--- config.mk ---
export PLATFORM = sky130hd
export DESIGN_NAME = timer_ctrl_flat
export DESIGN_NICKNAME = d
export VERILOG_FILES = /design/src/rtl/timer_pkg.sv /design/src/rtl/timer_ctrl_if.sv /design/src/rtl/tick_prescaler.sv /design/src/rtl/timer_ctrl.sv /design/src/flat_wrapper.sv
export SDC_FILE = /design/constraint.sdc
export NUM_CORES = 1
export LEC_CHECK = 0
export BUFFER_PORTS_ARGS = -buffer_cell sky130_fd_sc_hd__buf_4
export CELL_PAD_IN_SITES_DETAIL_PLACEMENT = 0
export CELL_PAD_IN_SITES_GLOBAL_PLACEMENT = 1
export CORE_MARGIN = 2
export CORE_UTILIZATION = 30
export DETAILED_ROUTE_END_ITERATION = 12
export HOLD_SLACK_MARGIN = 0.03
export PLACE_DENSITY_LB_ADDON = 0.1
export SLEW_MARGIN = 20
export SYNTH_ARGS = -nofsm -noshare
export SYNTH_HDL_FRONTEND = slang
export SYNTH_HIERARCHICAL = 1
export SYNTH_SLANG_ARGS = --single-unit
--- constraint.sdc ---
create_clock -name clock -period 5.1 [get_ports clock]
set_input_delay 0.255 -clock clock [delete_from_list [all_inputs] [get_ports clock]]
set_output_delay 0.255 -clock clock [all_outputs]
set_load 0.01 [all_outputs]
--- src/rtl/timer_pkg.sv ---
// Shared types and constants for the countdown timer sequencing controller.
package timer_pkg;

    localparam int unsigned DIGIT_W    = 4;
    localparam int unsigned NUM_DIGITS = 4;
    localparam int unsigned DATA_W     = DIGIT_W * NUM_DIGITS;
    localparam int unsigned STATE_W    = 3;

    localparam int unsigned TICK_DIV_DEFAULT = 50_000_000;
    localparam int unsigned CNT_W_DEFAULT    = 26;

    typedef enum logic [STATE_W-1:0] {
        IDLE  = 3'd0,
        LOAD  = 3'd1,
        RUN   = 3'd2,
        PAUSE = 3'd3,
        DONE  = 3'd4
    } state_e;

endpackage

--- src/rtl/timer_ctrl_if.sv ---
// Keypad/control/timer-datapath signal bundle for timer_ctrl.
//   slave  : the controller (consumes keypad/controls/timer_zero, drives timer controls)
//   master : the environment (keypad, buttons, door switch, timer datapath)
interface timer_ctrl_if;
    import timer_pkg::*;

    logic               key_valid;
    logic [DIGIT_W-1:0] key_data;
    logic               start;
    logic               stop;
    logic               door_closed;
    logic               timer_zero;
    logic [DATA_W-1:0]  load_data;
    logic               loadn;
    logic               enable;
    logic               mag_on;
    logic               done;
    logic [STATE_W-1:0] state;

    modport slave (
        input  key_valid, key_data, start, stop, door_closed, timer_zero,
        output load_data, loadn, enable, mag_on, done, state
    );

    modport master (
        output key_valid, key_data, start, stop, door_closed, timer_zero,
        input  load_data, loadn, enable, mag_on, done, state
    );

endinterface

--- src/rtl/tick_prescaler.sv ---
// Second-rate prescaler: counts 0..TICK_DIV-1 while run=1, holds while run=0,
// zeroed by restart.
//   clock, clr : clock and synchronous active-high reset
//   run        : advance the counter this cycle
//   restart    : force the counter to zero (wins over run)
//   tick       : combinational, high on the run cycle where the counter wraps
module tick_prescaler #(
    parameter int unsigned TICK_DIV = 50_000_000,
    parameter int unsigned CNT_W    = 26
) (
    input  logic clock,
    input  logic clr,
    input  logic run,
    input  logic restart,
    output logic tick
);

    logic [CNT_W-1:0] cnt_q;
    logic [CNT_W-1:0] cnt_d;

    assign tick = run && (cnt_q == CNT_W'(TICK_DIV - 1));

    // Next count: restart > wrap on tick > increment > hold
    always_comb begin
        cnt_d = cnt_q;
        if (restart) begin
            cnt_d = '0;
        end else if (tick) begin
            cnt_d = '0;
        end else if (run) begin
            cnt_d = cnt_q + CNT_W'(1);
        end
    end

    always_ff @(posedge clock) begin
        if (clr) begin
            cnt_q <= '0;
        end else begin
            cnt_q <= cnt_d;
        end
    end

endmodule

--- src/rtl/timer_ctrl.sv ---
// Sequencing controller for the mm:ss BCD countdown timer: collects a 4-digit
// keypad entry, loads it into the timer, issues second-rate decrement pulses and
// handles pause, door interlock and expiry.
//   clock, clr : clock and synchronous active-high reset
//   bus        : timer_ctrl_if.slave (keypad, start/stop, door, timer_zero in;
//                load_data, loadn, enable, mag_on, done, state out, all registered)
module timer_ctrl
    import timer_pkg::*;
#(
    parameter int unsigned TICK_DIV = TICK_DIV_DEFAULT,
    parameter int unsigned CNT_W    = CNT_W_DEFAULT
) (
    input  logic         clock,
    input  logic         clr,
    timer_ctrl_if.slave  bus
);

    state_e            state_q, state_d;
    logic [DATA_W-1:0] load_data_q, load_data_d;
    logic              loadn_q, enable_q, mag_on_q, done_q;
    logic              enable_d;
    logic              run_c, restart_c, tick_c;

    tick_prescaler #(
        .TICK_DIV (TICK_DIV),
        .CNT_W    (CNT_W)
    ) u_prescaler (
        .clock   (clock),
        .clr     (clr),
        .run     (run_c),
        .restart (restart_c),
        .tick    (tick_c)
    );

    // Next-state, entry register and decrement-pulse logic
    always_comb begin
        state_d     = state_q;
        load_data_d = load_data_q;
        enable_d    = 1'b0;
        run_c       = 1'b0;
        restart_c   = 1'b0;

        case (state_q)
            IDLE: begin
                if (bus.stop) begin
                    load_data_d = '0;
                end else if (bus.start && bus.door_closed && (load_data_q != '0)) begin
                    state_d = LOAD;
                end else if (bus.key_valid && (bus.key_data <= DIGIT_W'(9))) begin
                    // Shift the new digit in at the seconds-ones position
                    load_data_d = {load_data_q[DATA_W-DIGIT_W-1:0], bus.key_data};
                end
            end
            LOAD: begin
                restart_c = 1'b1;
                state_d   = bus.door_closed ? RUN : PAUSE;
            end
            RUN: begin
                if (!bus.door_closed || bus.stop) begin
                    // Prescaler frozen and no pulse on the pausing cycle
                    state_d = PAUSE;
                end else if (bus.timer_zero) begin
                    // Never pulse at zero, so the timer cannot wrap to 9
                    state_d = DONE;
                end else begin
                    run_c    = 1'b1;
                    enable_d = tick_c;
                end
            end
            PAUSE: begin
                if (bus.stop) begin
                    state_d     = IDLE;
                    load_data_d = '0;
                end else if (bus.start && bus.door_closed) begin
                    state_d = RUN;
                end
            end
            DONE: begin
                if (bus.stop || !bus.door_closed || bus.key_valid) begin
                    state_d = IDLE;
                end
            end
            default: begin
                state_d = IDLE;
            end
        endcase
    end

    // State and registered outputs; indicators follow the state being entered
    always_ff @(posedge clock) begin
        if (clr) begin
            state_q     <= IDLE;
            load_data_q <= '0;
            loadn_q     <= 1'b1;
            enable_q    <= 1'b0;
            mag_on_q    <= 1'b0;
            done_q      <= 1'b0;
        end else begin
            state_q     <= state_d;
            load_data_q <= load_data_d;
            loadn_q     <= (state_d != LOAD);
            enable_q    <= enable_d;
            mag_on_q    <= (state_d == RUN);
            done_q      <= (state_d == DONE);
        end
    end

    assign bus.load_data = load_data_q;
    assign bus.loadn     = loadn_q;
    assign bus.enable    = enable_q;
    assign bus.mag_on    = mag_on_q;
    assign bus.done      = done_q;
    assign bus.state     = state_q;

endmodule
--- src/flat_wrapper.sv ---
// flat-port wrapper written by rule: the top's interface ports become plain ports
module timer_ctrl_flat import timer_pkg::*;
#(
    parameter int unsigned TICK_DIV = TICK_DIV_DEFAULT,
    parameter int unsigned CNT_W    = CNT_W_DEFAULT
)
  (clock, clr, bus_key_valid, bus_key_data, bus_start, bus_stop, bus_door_closed, bus_timer_zero, bus_load_data, bus_loadn, bus_enable, bus_mag_on, bus_done, bus_state);
  timer_ctrl_if bus_i ();
  input  logic clock;
  input  logic clr;
  input wire logic [$bits(bus_i.key_valid)-1:0] bus_key_valid;
  input wire logic [$bits(bus_i.key_data)-1:0] bus_key_data;
  input wire logic [$bits(bus_i.start)-1:0] bus_start;
  input wire logic [$bits(bus_i.stop)-1:0] bus_stop;
  input wire logic [$bits(bus_i.door_closed)-1:0] bus_door_closed;
  input wire logic [$bits(bus_i.timer_zero)-1:0] bus_timer_zero;
  output wire logic [$bits(bus_i.load_data)-1:0] bus_load_data;
  output wire logic [$bits(bus_i.loadn)-1:0] bus_loadn;
  output wire logic [$bits(bus_i.enable)-1:0] bus_enable;
  output wire logic [$bits(bus_i.mag_on)-1:0] bus_mag_on;
  output wire logic [$bits(bus_i.done)-1:0] bus_done;
  output wire logic [$bits(bus_i.state)-1:0] bus_state;
  assign bus_i.key_valid = bus_key_valid;
  assign bus_i.key_data = bus_key_data;
  assign bus_i.start = bus_start;
  assign bus_i.stop = bus_stop;
  assign bus_i.door_closed = bus_door_closed;
  assign bus_i.timer_zero = bus_timer_zero;
  assign bus_load_data = bus_i.load_data;
  assign bus_loadn = bus_i.loadn;
  assign bus_enable = bus_i.enable;
  assign bus_mag_on = bus_i.mag_on;
  assign bus_done = bus_i.done;
  assign bus_state = bus_i.state;
  timer_ctrl #(.TICK_DIV(TICK_DIV), .CNT_W(CNT_W)) u_core (.clock(clock), .clr(clr), .bus(bus_i));
endmodule
* Word level (Yosys, flattened, before mapping)
Index checks and enable logic that the tools add are counted.
Word-level totals: register bits after elaboration 49, bits in latches 0, memory bits (writable) 0, ROM bits 0, input bits 11, output and inout port bits 23, word-level logic and storage cells 52, memories kept 0
Cells by class: $add $sub $neg 1, multipliers 0, divide/modulo/power cells 0, $lt $le $gt $ge 1, equality and inequality tests 11, shifts and indexed selects 0, muxes and demuxes 18, bitwise logic cells 1, reductions and logical operators 13
Operators by type and width (number):
- $mux 16 | 4
- $pmux 16 s2 | 1
- $add 26x1->26 const B | 1
- $eq 26x26->1 const B | 1
- $mux 3 | 7
- $reduce_bool 16->1 | 1
- $pmux 3 s5 | 1
- $eq 3x2->1 const B | 3
- $eq 3x3->1 const B | 2
- $mux 1 | 5
- $le 4x4->1 const B | 1
- $logic_and 1x1->1 | 4
- $reduce_and 4->1 | 1
- $reduce_or 4->1 | 1
- $eq 3x1->1 const B | 1
- $logic_not 3->1 | 1
- $ne 3x1->1 const B | 1
- $ne 3x2->1 const B | 1
- $ne 3x3->1 const B | 1
- $reduce_or 3->1 | 1
- $logic_or 1x1->1 | 2
- $ne 2x2->1 const B | 1
- $reduce_bool 2->1 | 1
- $logic_not 1->1 | 1
- $not 1->1 | 1

* Longest topological paths before layout
depth in word-level cells 6, gate-level depth with buffers 10, depth with buffers taken out 6

* By module
The synthesis kept the hierarchy.
Modules (own cells, without submodules):
- tick_prescaler | instances 1, cells an instance 147, area an instance 1295.0 um^2, seq. area each 520.5 um^2
- timer_ctrl | instances 1, cells an instance 127, area an instance 1202.4 um^2, seq. area each 460.4 um^2

* Least setup slack after synthesis
Ideal clock, no wire load.
path kind flip-flop to flip-flop, from reg u_core.state_q[0], in the netlist u_core/bus.state[0], to reg u_core.u_prescaler.cnt_q[20], setup time 70 ps, arrival 2131 ps, data required time 5030 ps, path slack 2899 ps, cell stages (with the launch flop) 11, path buffers 4, period minus slack after synthesis 2201 ps, cell sequence dfxtp_1 buf_6 nor3b_1 and3_1 buf_4 and4_1 buf_4 nand2_4 buf_6 or4_1 a21oi_1
On the way: cells in the longest elaborated chain, start to end 4, elaborated cells between the ends (all ways) 6, those cells by class 2 x eq/ne; 2 x mux; 2 x reduce/logical
Ends and longest elaborated chain:
- start, declared | RTL line timer_ctrl.sv:18 | state_e state_q, state_d;
- start signal, assigned | RTL line timer_ctrl.sv:99 | state_q <= state_d;
- $eq 3x2->1 (*) | RTL line timer_ctrl.sv:43 | case (state_q)
- $mux 1 (*) | RTL line timer_ctrl.sv:43
- via u_core.run_c | RTL line timer_ctrl.sv:22 | logic run_c, restart_c, tick_c;
- $logic_and 1x1->1 | RTL line tick_prescaler.sv:21 | assign tick = run && (cnt_q == CNT_W'(TICK_DIV - 1));
- $reduce_or 3->1 (no line)
- end signal, assigned | RTL line tick_prescaler.sv:39 | cnt_q <= cnt_d;
- end, declared | RTL line tick_prescaler.sv:18 | logic [CNT_W-1:0] cnt_q;
The timed path passes the listed nets; every way through them passes the cells marked *. A chain may end at the register's enable or synchronous reset.

* Worst setup path after layout
from reg u_core.state_q[0], in the netlist u_core/bus.state[0], to reg u_core.u_prescaler.cnt_q[18]
The elaborated chain is that of the path after synthesis.

==> metrics list <==
- Smallest setup slack after layout: approximately 2.5 ns
- Among all flip-flop cells after synthesis, the most frequent one is dfxtp_1.
- CP Data Required Time: 5.34 ns
* Pin count of the biggest net entering global routing: 25
- The worst register-to-register path has a depth of 6.
- The worst setup path is launched from a flop.
- The number of nets in the synthesized netlist is between 200 and 300.
- In the final timing run, aggregate negative setup slack is 0 ns.
- Setup violations remaining at the end of the flow were counted as 0.
* Clk sink count: approximately 50
- For this run, the post-layout net count is 313.
- IO buf count: 33
- Detail Route Antenna Nets: 0
- Maximum capacitance violations: 0
* Power per cell area: 237 nW/um^2
- Async set or reset register ratio after synthesis: 0
* Cell Area, Synth: about 2500 sq um
- Routed wirelength normalized by instance count: 15.0 microns
* DIE HEIGHT: about 95 microns
- Internal power comes to 0.000504 W.
- Clock input transition at the sequential cells of the worst setup and hold paths: 0.10 ns
- Across the routed clock network, the largest skew measured is 0.0173 ns.
* First-pass GRT wire length: 9630 microns
* WL final: around 6000 microns
- Count of mapped cells out of synthesis: 274
* Top Ports: 34
- Flop pwr share: 0.574
- The max-slew violation count is 0.
- Data arrives at the worst endpoint at 2.83 ns.
* Relative contribution of the clock network to total power: 0.340
- Capture point of the worst reg-to-reg path: u_core/u_prescaler/cnt_q[18]
- Setup slack on the worst reg-to-reg path comes out at approximately 2.5 ns.
- The share of total power dissipated in combinational logic is 0.087.
- GP Congestion: 0.735
* Total net switching power: 0.000173 W
- The die covers 9070 sq um.
- The worst setup path is captured at a flop.
- Switching part of the total: 0.256
- Area contributors post-synth: dfxtp_1 (39%), o2111ai_1 (4.2%), nand2b_1 (3.3%)
* Antenna Cells: 0
- The first detailed-routing pass took 4 iterations.
- Synthesis-stage register bit count: 49
* Fill cell count: ~850
- The Yosys step of the flow raised 6 warnings.
* F_max: about 0.39 GHz
- Largest driver fanout on the critical path: 10
- Core footprint: 8130 sq um
- Number of setup buffers added after CTS: 0
- At the later pin of the worst-skew pair, clock insertion delay measures 0.30 ns.
- Share of layout cells above drive strength 1: 0.219
- At the pin with the least slew margin, the transition time is 0.796 ns.
- Clock Root Buffer: clkbuf_8
- Total DRC errors in the routed layout: 0
- In this run the static leakage power is 0.998 nW.
* Width of the die: around 95 microns
- Count of H-tree levels built during CTS: 2
- The share of synthesized area in the top cell type comes to 0.393.
- In the post-synthesis netlist, the cell with the most instances is dfxtp_1.
* Maximum number of buffers from clock root to sink: 2
- Final hold viol count: 0
* Global-route congestion overflow total: 0
* Vias per inst: approximately 5.2
- For the finished layout, the period the worst path requires is 2.59 ns.
* Status: complete, no violations
- Starting utilization of the core area: 0.307
* RSZ-0062 raised after global routing: false
- TritonCTS buffer count: 5
- VDD sags by at most between 100 and 150 uV.
* Number of cells upsized or downsized after cts: 0
- Prior to clock tree synthesis, the placed netlist has a worst setup slack of 2.57 ns.
* Post-synth EDFFs: 0
- Post-Syn Area per Cell: 9.11 sq um
- The most critical setup path has its startpoint at u_core/bus.state[0].
- In the finished design, the share of the clock period the worst path needs comes to 0.508.
* Count of vias placed by the detailed router: approximately 2100
- In this run, the number of DRC markers left after iteration 0 of detailed routing was 80.
- Sequential-to-total area share from yosys stat: 0.393
- In this run the worst setup path terminates at u_core/u_prescaler/cnt_q[18].
- Leading cell types by count after synthesis: dfxtp_1 (49), nor2_1 (19), a21oi_1 (15), nand2_1 (15), nand2b_1 (13)
* Dominant cell type by area after synthesis: dfxtp_1
- HPWL after detailed placement: 4300 microns
* Rows: 33
- After clock tree synthesis, the flow added hold-fix buffers numbering 0.
- Compared with the post-synthesis result, the final layout area differs by 14.5%.
- Global-route usage over all layers: 0.136
* Critical R2R Launch: u_core/bus.state[0]
- The worst hold path belongs to the class in2reg.
- Number of global-route vias before repair: between 1500 and 2000
- Synth unique cells: 54
- The critical path is of the reg2reg type.
- Slew HR: 0.469
- TritonCTS built the clock tree.
- The number of antenna violations at the first check in global routing was 0.
==> placed cells by master, fill, tap and decap left out, types with 3 or more instances in the layout <==
cell       Yosys  final
and3_1         4      4
o22ai_1        4      4
o21ai_1        6      6
o31ai_1        7      7
o21ai_0        7      7
nor4_2         4      4
a21oi_1       15     15
clkbuf_8       0      5
nand2_1       15     15
xnor2_1        5      5
nand2b_1      13     13
or4_1          7      7
nor3_1         5      5
and2_1         4      4
o21ai_2        6      6
or3_1          6      6
o2111ai_1     12     12
inv_1          9      9
dfxtp_1       49     49
nand4_1       11     11
nor2_1        19     19
nand3_1        9      9
buf_4          5     35
xor2_1         7      7
and4_1         3      3
==> final cells by class <==
| type | instances | area [sq um] | share of cell area |
|---|---|---|---|
| clock buffers | 7 | 76.3 | 0.0267 |
| clock inverters | 1 | 7.51 | 0.00262 |
| inverters | 9 | 33.8 | 0.0118 |
| multi-input cells | 201 | 1370 | 0.478 |
| flip-flops and latches | 49 | 981 | 0.343 |
| well taps | 105 | 131 | 0.0459 |
| repair buffers | 35 | 263 | 0.0919 |
==> registers in the layout (all words and copies together), names as in the netlist <==
name,count
u_core/u_prescaler/cnt_q,26
u_core/bus.load_data,16
u_core/bus.state,3
u_core/bus.done,1
u_core/bus.enable,1
u_core/bus.loadn,1
u_core/bus.mag_on,1
==> metal layers <==
layer,up-vias,track usage,part of all wire
li1,1072,-,-
met2,38,0.214,0.46
met4,0,0.0350,0.0059
met3,2,0.0269,0.039
met5,-,0,0
met1,995,0.190,0.50
==> through the flow <==
step | power (W) | utilization | instances | instance area (sq um) | hold WS (ns)
global placement | 0.000457 | 0.341 | 399 | 2780 | 0.466
global route | 0.000708 | 0.352 | 407 | 2860 | 0.218
finish | 0.000677 | 0.352 | 407 | 2860 | 0.209
detailed placement | 0.000456 | 0.341 | 399 | 2780 | 0.477
floorplan | 0.000439 | - | 274 | 2500 | 0.332
CTS | 0.000687 | 0.352 | 407 | 2860 | 0.203
==> logic make-up (layout without fill, tap and decap cells) <==
| group | count (synthesis) | after routing | share of synthesized area |
|---|---|---|---|
| AOI/OAI and AO/OA | 67 | 67 | 0.195 |
| xor gates and xnor gates | 13 | 13 | 0.0486 |
| adders and majority gates | 1 | 1 | 0.00501 |
| buffers and inverters | 24 | 52 | 0.0596 |
| DFF | 49 | 49 | 0.393 |
| muxes | 1 | 1 | 0.00401 |
| and+or+nand+nor | 119 | 119 | 0.295 |
==> power groups by stage <==
stage	clock (W)	sequential (W)	combinational [W]
6_report	0.000230	0.000388	0.0000586
5_1_grt	0.000254	0.000389	0.0000646
4_1_cts	0.000239	0.000389	0.0000591
3_5_place_dp	0	0.000397	0.0000590
3_3_place_gp	0	0.000397	0.0000597
2_1_floorplan	0	0.000397	0.0000420
==> worst min-delay path by stage <==
stage                            startpoint                           end  slack (ns)  depth (start not counted)
2_1_floorplan                           clr   u_core/u_prescaler/cnt_q[4]        0.33                          1
5_1_grt                     bus_key_data[0]       u_core/bus.load_data[0]        0.22                          3
3_3_place_gp   u_core/u_prescaler/cnt_q[25]  u_core/u_prescaler/cnt_q[25]        0.47                          2
3_5_place_dp       u_core/bus.load_data[13]      u_core/bus.load_data[13]        0.48                          2
6_report                    bus_key_data[0]       u_core/bus.load_data[0]        0.21                          3
4_1_cts                     bus_key_data[0]       u_core/bus.load_data[0]        0.20                          3
==> critical path, stage by stage (launching register included) <==
cell,delay (ns)
dfxtp_1,0.43
nor3b_1,0.35
and3_1,0.40
and4_1,0.39
nand4_1,0.25
or4_1,0.56
a21oi_1,0.16
Note: power is estimated with default switching activity, not from simulation.
